<file path="src/rtl/pled_pkg.sv">
`default_nettype none
// ---------------------------------------------------------------------------
// pled_pkg : shared state encoding and colour constants for the LED sequencer
// Rev 1.0
// ---------------------------------------------------------------------------
package pled_pkg;

  typedef enum logic [2:0] {
    ST_IDLE      = 3'd0,
    ST_WAIT_LOCK = 3'd1,
    ST_FADE_IN   = 3'd2,
    ST_HOLD      = 3'd3,
    ST_FADE_OUT  = 3'd4,
    ST_NEXT      = 3'd5
  } state_t;

  localparam logic [2:0] COLOR_FIRST = 3'd1;
  localparam logic [2:0] COLOR_LAST  = 3'd7;

  // Colour 0 means "all off" and is skipped once the sequence is running.
  function automatic logic [2:0] next_color(input logic [2:0] c);
    return (c == COLOR_LAST) ? COLOR_FIRST : c + 3'd1;
  endfunction

endpackage
`default_nettype wire

</file>
<file path="src/rtl/pled_pwm.sv">
`default_nettype none
// ---------------------------------------------------------------------------
// pled_pwm : free-running PWM counter with registered duty compare
// Rev 1.0
// ---------------------------------------------------------------------------
module pled_pwm #(
  parameter int PWM_W = 8
) (
  input  logic             sys_clk,
  input  logic             reset,
  input  logic [PWM_W-1:0] i_duty,
  input  logic             i_active,
  output logic             o_led
);

  logic [PWM_W-1:0] r_pwm_cnt;
  logic             r_led;

  always_ff @(posedge sys_clk) begin
    if (!reset) begin
      r_pwm_cnt <= '0;
      r_led     <= 1'b0;
    end else begin
      r_pwm_cnt <= r_pwm_cnt + PWM_W'(1);
      r_led     <= i_active && (r_pwm_cnt < i_duty);
    end
  end

  assign o_led = r_led;

endmodule
`default_nettype wire

</file>
<file path="src/rtl/pled_color_sequencer.sv">
`default_nettype none
// ---------------------------------------------------------------------------
// pled_color_sequencer : fades each RGB combination in, holds, fades out, steps
// Rev 1.0
// ---------------------------------------------------------------------------
module pled_color_sequencer
  import pled_pkg::*;
#(
  parameter int PWM_W      = 8,
  parameter int STEP_DIV   = 39,
  parameter int HOLD_TICKS = 256
) (
  input  logic             sys_clk,
  input  logic             reset,
  input  logic             pll_lock,
  input  logic             enable,
  output logic [2:0]       color,
  output logic             led,
  output logic [PWM_W-1:0] duty,
  output logic [2:0]       state_o,
  output logic             cycle_done
);

  localparam int PRESC_W = (STEP_DIV > 1) ? $clog2(STEP_DIV) : 1;
  localparam int HOLD_W  = (HOLD_TICKS > 1) ? $clog2(HOLD_TICKS) : 1;

  localparam logic [PRESC_W-1:0] C_PRESC_LAST = PRESC_W'(STEP_DIV - 1);
  localparam logic [HOLD_W-1:0]  C_HOLD_LAST  = HOLD_W'(HOLD_TICKS - 1);
  localparam logic [PWM_W-1:0]   C_DUTY_MAX   = '1;
  localparam logic [PWM_W-1:0]   C_DUTY_NEAR  = C_DUTY_MAX - PWM_W'(1);

  state_t             r_state;
  logic [PRESC_W-1:0] r_presc;
  logic [HOLD_W-1:0]  r_hold;
  logic [PWM_W-1:0]   r_duty;
  logic [2:0]         r_color;
  logic               r_done;

  logic w_tick;
  logic w_active;

  assign w_tick   = (r_presc == C_PRESC_LAST);
  assign w_active = (r_state == ST_FADE_IN) || (r_state == ST_HOLD) || (r_state == ST_FADE_OUT);

  always_ff @(posedge sys_clk) begin
    if (!reset) begin
      r_state <= ST_IDLE;
      r_presc <= '0;
      r_hold  <= '0;
      r_duty  <= '0;
      r_color <= 3'd0;
      r_done  <= 1'b0;
    end else begin
      r_done <= 1'b0;

      if ((r_state == ST_IDLE) || (r_state == ST_WAIT_LOCK) || w_tick)
        r_presc <= '0;
      else
        r_presc <= r_presc + PRESC_W'(1);

      // A lost enable or lock always wins over a pending tick.
      if (!enable) begin
        r_state <= ST_IDLE;
        r_duty  <= '0;
      end else if (!pll_lock) begin
        r_state <= ST_WAIT_LOCK;
        r_duty  <= '0;
      end else begin
        case (r_state)
          ST_IDLE: r_state <= ST_WAIT_LOCK;
          ST_WAIT_LOCK: begin
            r_state <= ST_FADE_IN;
            if (r_color == 3'd0) r_color <= COLOR_FIRST;
          end
          ST_FADE_IN: if (w_tick) begin
            if (r_duty != C_DUTY_MAX) r_duty <= r_duty + PWM_W'(1);
            if (r_duty >= C_DUTY_NEAR) begin
              r_state <= ST_HOLD;
              r_hold  <= '0;
            end
          end
          ST_HOLD: if (w_tick) begin
            if (r_hold == C_HOLD_LAST) r_state <= ST_FADE_OUT;
            else                       r_hold  <= r_hold + HOLD_W'(1);
          end
          ST_FADE_OUT: if (w_tick) begin
            if (r_duty <= PWM_W'(1)) begin
              r_duty  <= '0;
              r_state <= ST_NEXT;
            end else begin
              r_duty <= r_duty - PWM_W'(1);
            end
          end
          ST_NEXT: begin
            r_color <= next_color(r_color);
            r_done  <= (r_color == COLOR_LAST);
            r_state <= ST_FADE_IN;
          end
          default: begin
            r_state <= ST_IDLE;
            r_duty  <= '0;
          end
        endcase
      end
    end
  end

  pled_pwm #(
    .PWM_W (PWM_W)
  ) u_pwm (
    .sys_clk  (sys_clk),
    .reset    (reset),
    .i_duty   (r_duty),
    .i_active (w_active),
    .o_led    (led)
  );

  assign color      = r_color;
  assign duty       = r_duty;
  assign state_o    = r_state;
  assign cycle_done = r_done;

endmodule
`default_nettype wire

</file>
<file path="config.mk">
export PLATFORM = sky130hd
export DESIGN_NAME = pled_color_sequencer
export DESIGN_NICKNAME = d
export VERILOG_FILES = /design/src/rtl/pled_pkg.sv /design/src/rtl/pled_pwm.sv /design/src/rtl/pled_color_sequencer.sv
export SDC_FILE = /design/constraint.sdc
export NUM_CORES = 1
export LEC_CHECK = 0
export CAP_MARGIN = 20
export CORE_MARGIN = 5
export CORE_UTILIZATION = 62
export DETAILED_ROUTE_END_ITERATION = 6
export PLACE_DENSITY = 0.85
export SETUP_SLACK_MARGIN = 0.05
export SLEW_MARGIN = 20
export SYNTH_ARGS = -nofsm -noshare
export SYNTH_HDL_FRONTEND = slang
export SYNTH_HIERARCHICAL = 1
export SYNTH_SLANG_ARGS = --single-unit
</file>
<file path="constraint.sdc">
create_clock -name sys_clk -period 3.1 [get_ports sys_clk]
set_clock_uncertainty 0.05 [all_clocks]
set_input_delay 0.62 -clock sys_clk [delete_from_list [all_inputs] [get_ports sys_clk]]
set_output_delay 0.62 -clock sys_clk [all_outputs]
set_load 0.005 [all_outputs]
</file>
* Word level (Yosys, flattened, before mapping) *
Index checks and enable logic that the tools add are counted.

storage, ports and cells
  bits in registers = 38
  input port bits = 4
  logic and storage cells = 85

cells by class
  $add $sub $neg = 6
  magnitude comparators = 3
  eq/ne operators = 24
  mux-type cells = 21
  bitwise gates (word level) = 2
  reductions and logical operators = 20

operators by type and width
  cell                 count
  $mux 8               8
  $add 8x1->8 const B  3
  $mux 3               8
  $pmux 8 s3           1
  $pmux 8 s2           1
  $pmux 3 s5           1
  $reduce_and 4->1     3
  $reduce_and 6->1     2
  $ne 2x1->1 const B   5
  $eq 3x3->1 const B   3
  $ne 3x2->1 const B   3
  $ne 3x3->1 const B   3
  $eq 8x8->1 const B   1
  $ge 8x8->1 const B   1
  $le 8x1->1 const B   1
  $lt 8x8->1           1
  $ne 2x2->1 const B   4
  $ne 8x8->1 const B   1
  $sub 8x1->8 const B  1
  $reduce_and 7->1     1
  $add 6x1->6 const B  1
  $eq 3x2->1 const B   2
  $eq 6x6->1 const B   1
  $logic_not 3->1      2
  other kinds (12)     18

* Depth between registers and ports, before layout *
  depth in word-level cells = 5
  mapped depth = 7
  mapped depth without buffers = 7

* Modules after synthesis *
Netlist, hierarchy kept.

by module, submodules not included
  module                times used  cells each  area each (um2)  seq. area each (um2)
  pled_color_sequencer  1           215         1845.5           580.6
  pled_pwm              1           54          511.7            180.2

* Worst setup path before layout *
Ideal clock, no wire load.

  kind = reg2reg
  start point = register r_state[0] (netlist: state_o[0])
  end point = register r_hold[4]
  library setup time = 0.121 ns
  arrival = 1.868 ns
  required time = 2.929 ns
  path slack = 1.061 ns
  cell stages (with the launch flop) = 8
  path buffers = 2
  path through = dfxtp_1 -> buf_6 -> or3b_1 -> buf_6 -> or4_4 -> o21ai_4 -> nor2_1 -> mux2_2

between the ends
  longest elaborated chain between the ends = 3
  elaborated cells on any way between the ends = 9
  classes of those cells = eq/ne: 6; mux: 1; reduce/logical: 2

RTL lines
  what                                                 RTL line                    RTL
  start, declared                                      pled_color_sequencer.sv:32  state_t r_state;
  start signal, assigned                               pled_color_sequencer.sv:47  r_state <= ST_IDLE;
  start signal, assigned                               pled_color_sequencer.sv:63  r_state <= ST_IDLE;
  start signal, assigned                               pled_color_sequencer.sv:66  r_state <= ST_WAIT_LOCK;
  $eq 3x2->1                                           pled_color_sequencer.sv:69  case (r_state)
  $ne 2x2->1 (no source line) (tied with other cells)  -
  $reduce_and 7->1 (no source line)                    -
  end signal, assigned                                 pled_color_sequencer.sv:84  else r_hold <= r_hold + HOLD_W'(1);
  end, declared                                        pled_color_sequencer.sv:34  logic [HOLD_W-1:0] r_hold;

Several ways; a longest one is shown, not always the timed one.
A chain may end at the register's enable or synchronous reset.

* Worst setup path after layout *
  start point = register r_state[1] (netlist: state_o[1])
  end point = register r_hold[4]

Same word-level chain as after synthesis.

==> flow_summary.json <==
{
  "outcome": "completed",
  "maxSlewHeadroom": 0.499,
  "fin_crit_sh": 0.758,
  "grt_pass1_wl_um": 8600,
  "grt_overflow": 0,
  "synth_area_per_cell_um2": 8.76,
  "cp-end-kind": "flop",
  "slowest_stage": "or3b_1",
  "arrival_ns": 2.49,
  "cpPeakStageDelay_ns": 0.56,
  "layout_min_cycle_time_ns": 2.35,
  "synthCells": 269,
  "synth_flop_cell": "dfxtp_1",
  "antenna_left": 0,
  "syn_to_final_growth_pct": 13.2,
  "finalNetCount": 314,
  "layout_setup_ws_ns": 0.751,
  "crit_path_start": "state_o[1]",
  "syn-cell-area_um2": 2360,
  "wl_um": 5110,
  "crit_type": "reg2reg",
  "start_util": 0.644,
  "tns_ns": 0,
  "row_count": 22,
  "irDropWorstVdd_mv": 0.251,
  "viasPerCell": 6.11,
  "crit_path_start_kind": "flop",
  "ys_warn_count": 6,
  "post_dp_cell_area_um2": 2570,
  "grt_usage": 0.207,
  "drc_errors": 0,
  "root_buffer": "clkbuf_8",
  "final-instance-count-excl-fill": 341,
  "htree_levels": 2,
  "fmax_mhz": 426,
  "finalHoldViolCount": 0,
  "drv_cap": 0,
  "drive_above_1_share": 0.0819,
  "post-cts-setup-buffers": 0,
  "setup_violations": 0,
  "path_cells": "or3b_1, or4_4, o21ai_4, nor2_1, mux2_2",
  "ys_types": 58,
  "vias": 2085,
  "coreArea_um2": 3660,
  "numClockSinks": 38,
  "place_inst": 333,
  "critical-path-top-delay-family": "simple AND/OR/NAND/NOR gates",
  "n_antenna_cell": 0,
  "finalMaxSlewViolations": 0,
  "power_uw": 906,
  "synthArstFlopShare": 0,
  "cp_num_buf_inv": 0,
  "cts-buffers-inserted": 5,
  "grt_antenna_before_repair": 0,
  "p_leak_nw": 0.935,
  "num_io_pins": 20,
  "die-area_um2": 5140,
  "crit_required_ns": 3.24,
  "cts.clk_slew.worst_paths_ns": 0.08,
  "first_iter_violations": 199,
  "cts-resized-gates": 0,
  "critical_path.max_fanout": 12,
  "powerDensity_nw_per_um2": 340,
  "insertion_delay_ns": 0.29,
  "dr.pass1.iters": 4,
  "portBuffers": 19,
  "grt_setup_unrepaired": "no",
  "cts_buffer_depth": 2,
  "cts_tree": "done",
  "worst_slew_pin_slew_ns": 0.750,
  "final_util": 0.729,
  "r2r_start": "state_o[1]",
  "die-width_um": 71.7,
  "grt_max_degree": 15,
  "final_cell_area_um2": 2670,
  "grt_pass1_vias": 1879,
  "cts_hold_buf": 0,
  "hold_start": "r_presc[0]",
  "seq_area_frac_synth": 0.323,
  "post-place-ws_ns": 0.583,
  "gp_congestion": 0.884,
  "synth_seq_cells": 38,
  "min_path_type": "reg2reg",
  "die_h_um": 71.7,
  "synth-edff-count": 0,
  "dpl.hpwl_um": 3710,
  "synth_nets": 291,
  "wl_per_cell_um": 15.0,
  "worst_hold_slack_ns": 0.417
}
## cell usage after synthesis (all sizes together) (4+ instances only)
library cell | instances | area (µm²)
dfxtp | 38 | 761
nor2 | 25 | 93.8
nand2 | 22 | 82.6
inv | 20 | 75.1
ha | 18 | 225
a21oi | 13 | 65.1
nor3 | 11 | 55.1
and2 | 9 | 56.3
nand3 | 9 | 45.0
xnor2 | 9 | 78.8
o21ai | 7 | 46.3
buf | 6 | 61.3
or3 | 5 | 31.3
and3 | 4 | 30.0
nand4 | 4 | 40.0
nor4 | 4 | 40.0
o211ai | 4 | 30.0
xor2 | 4 | 35.0
## worst register-to-register path: cells and delay by family, from the launching register on
family / cells / cell delay (ns)
AO/OA/AOI/OAI: 1 / 0.28
flip-flops: 1 / 0.52
multiplexers: 1 / 0.26
AND/OR/NAND/NOR: 3 / 1.13
## path summary, 6_finish.rpt
kind | to | cells after the start | slack, ns
setup reg to reg | r_hold[4] | 5 | 0.75
setup / recovery | r_hold[4] | 5 | 0.75
hold reg to reg | r_presc[0] | 1 | 0.42
hold / removal | r_presc[0] | 1 | 0.42
## flip-flops by register name (all words and copies together) (netlist names)
signal / count
r_hold: 8
color: 3
u_pwm/o_led: 1
r_presc: 6
cycle_done: 1
duty: 8
u_pwm/r_pwm_cnt: 8
state_o: 3
## kinds of logic (layout without fill, tap and decap cells)
group	after synthesis	in the layout	share of synthesized area
AND/OR/NAND/NOR	108	108	0.252
AO/OA/AOI/OAI	62	62	0.209
flip-flops	38	38	0.323
buffers and inverters	27	51	0.0594
adder cells (fa/ha/maj)	18	18	0.0955
XOR/XNOR	13	13	0.0483
multiplexers	3	3	0.0133
## power breakdown
group	total (mW)	internal, mW	switching [mW]	leakage [nW]
Sequential	0.500	0.493	0.00713	0.307
Clock	0.360	0.179	0.181	0.0472
Combinational	0.0457	0.0203	0.0254	0.581
## cell usage in the layout, fill, tap and decap left out, types with 4 or more instances in the layout
master	synthesis	routed
inv_1	20	20
nand2_1	22	22
xor2_1	4	4
nand3_1	9	9
o211ai_1	4	4
nor3_1	11	11
and2_1	9	9
buf_4	0	4
ha_1	18	18
xnor2_1	9	9
o21ai_0	6	6
nor2_1	25	25
dfxtp_1	38	38
or3_1	5	5
a21oi_1	13	13
clkdlybuf4s50_1	0	19
clkbuf_8	0	6
## final cells by class
cell class	instances	area (µm²)
multi-input combinational	204	1460
fill	289	993
sequential	38	761
timing repair buffer	23	220
clock buffer	6	82.6
inverter	20	75.1
tap	48	60.1
clock inverter	2	12.5
## metal layers
layer | part of all wire | GRT usage | up-vias
li1 | - | - | 1027
met1 | 0.41 | 0.254 | 976
met2 | 0.50 | 0.357 | 73
met3 | 0.073 | 0.0491 | 9
met4 | 0.013 | 0.0605 | 0
met5 | 0 | 0 | -
(Power assumes the default switching activity.)
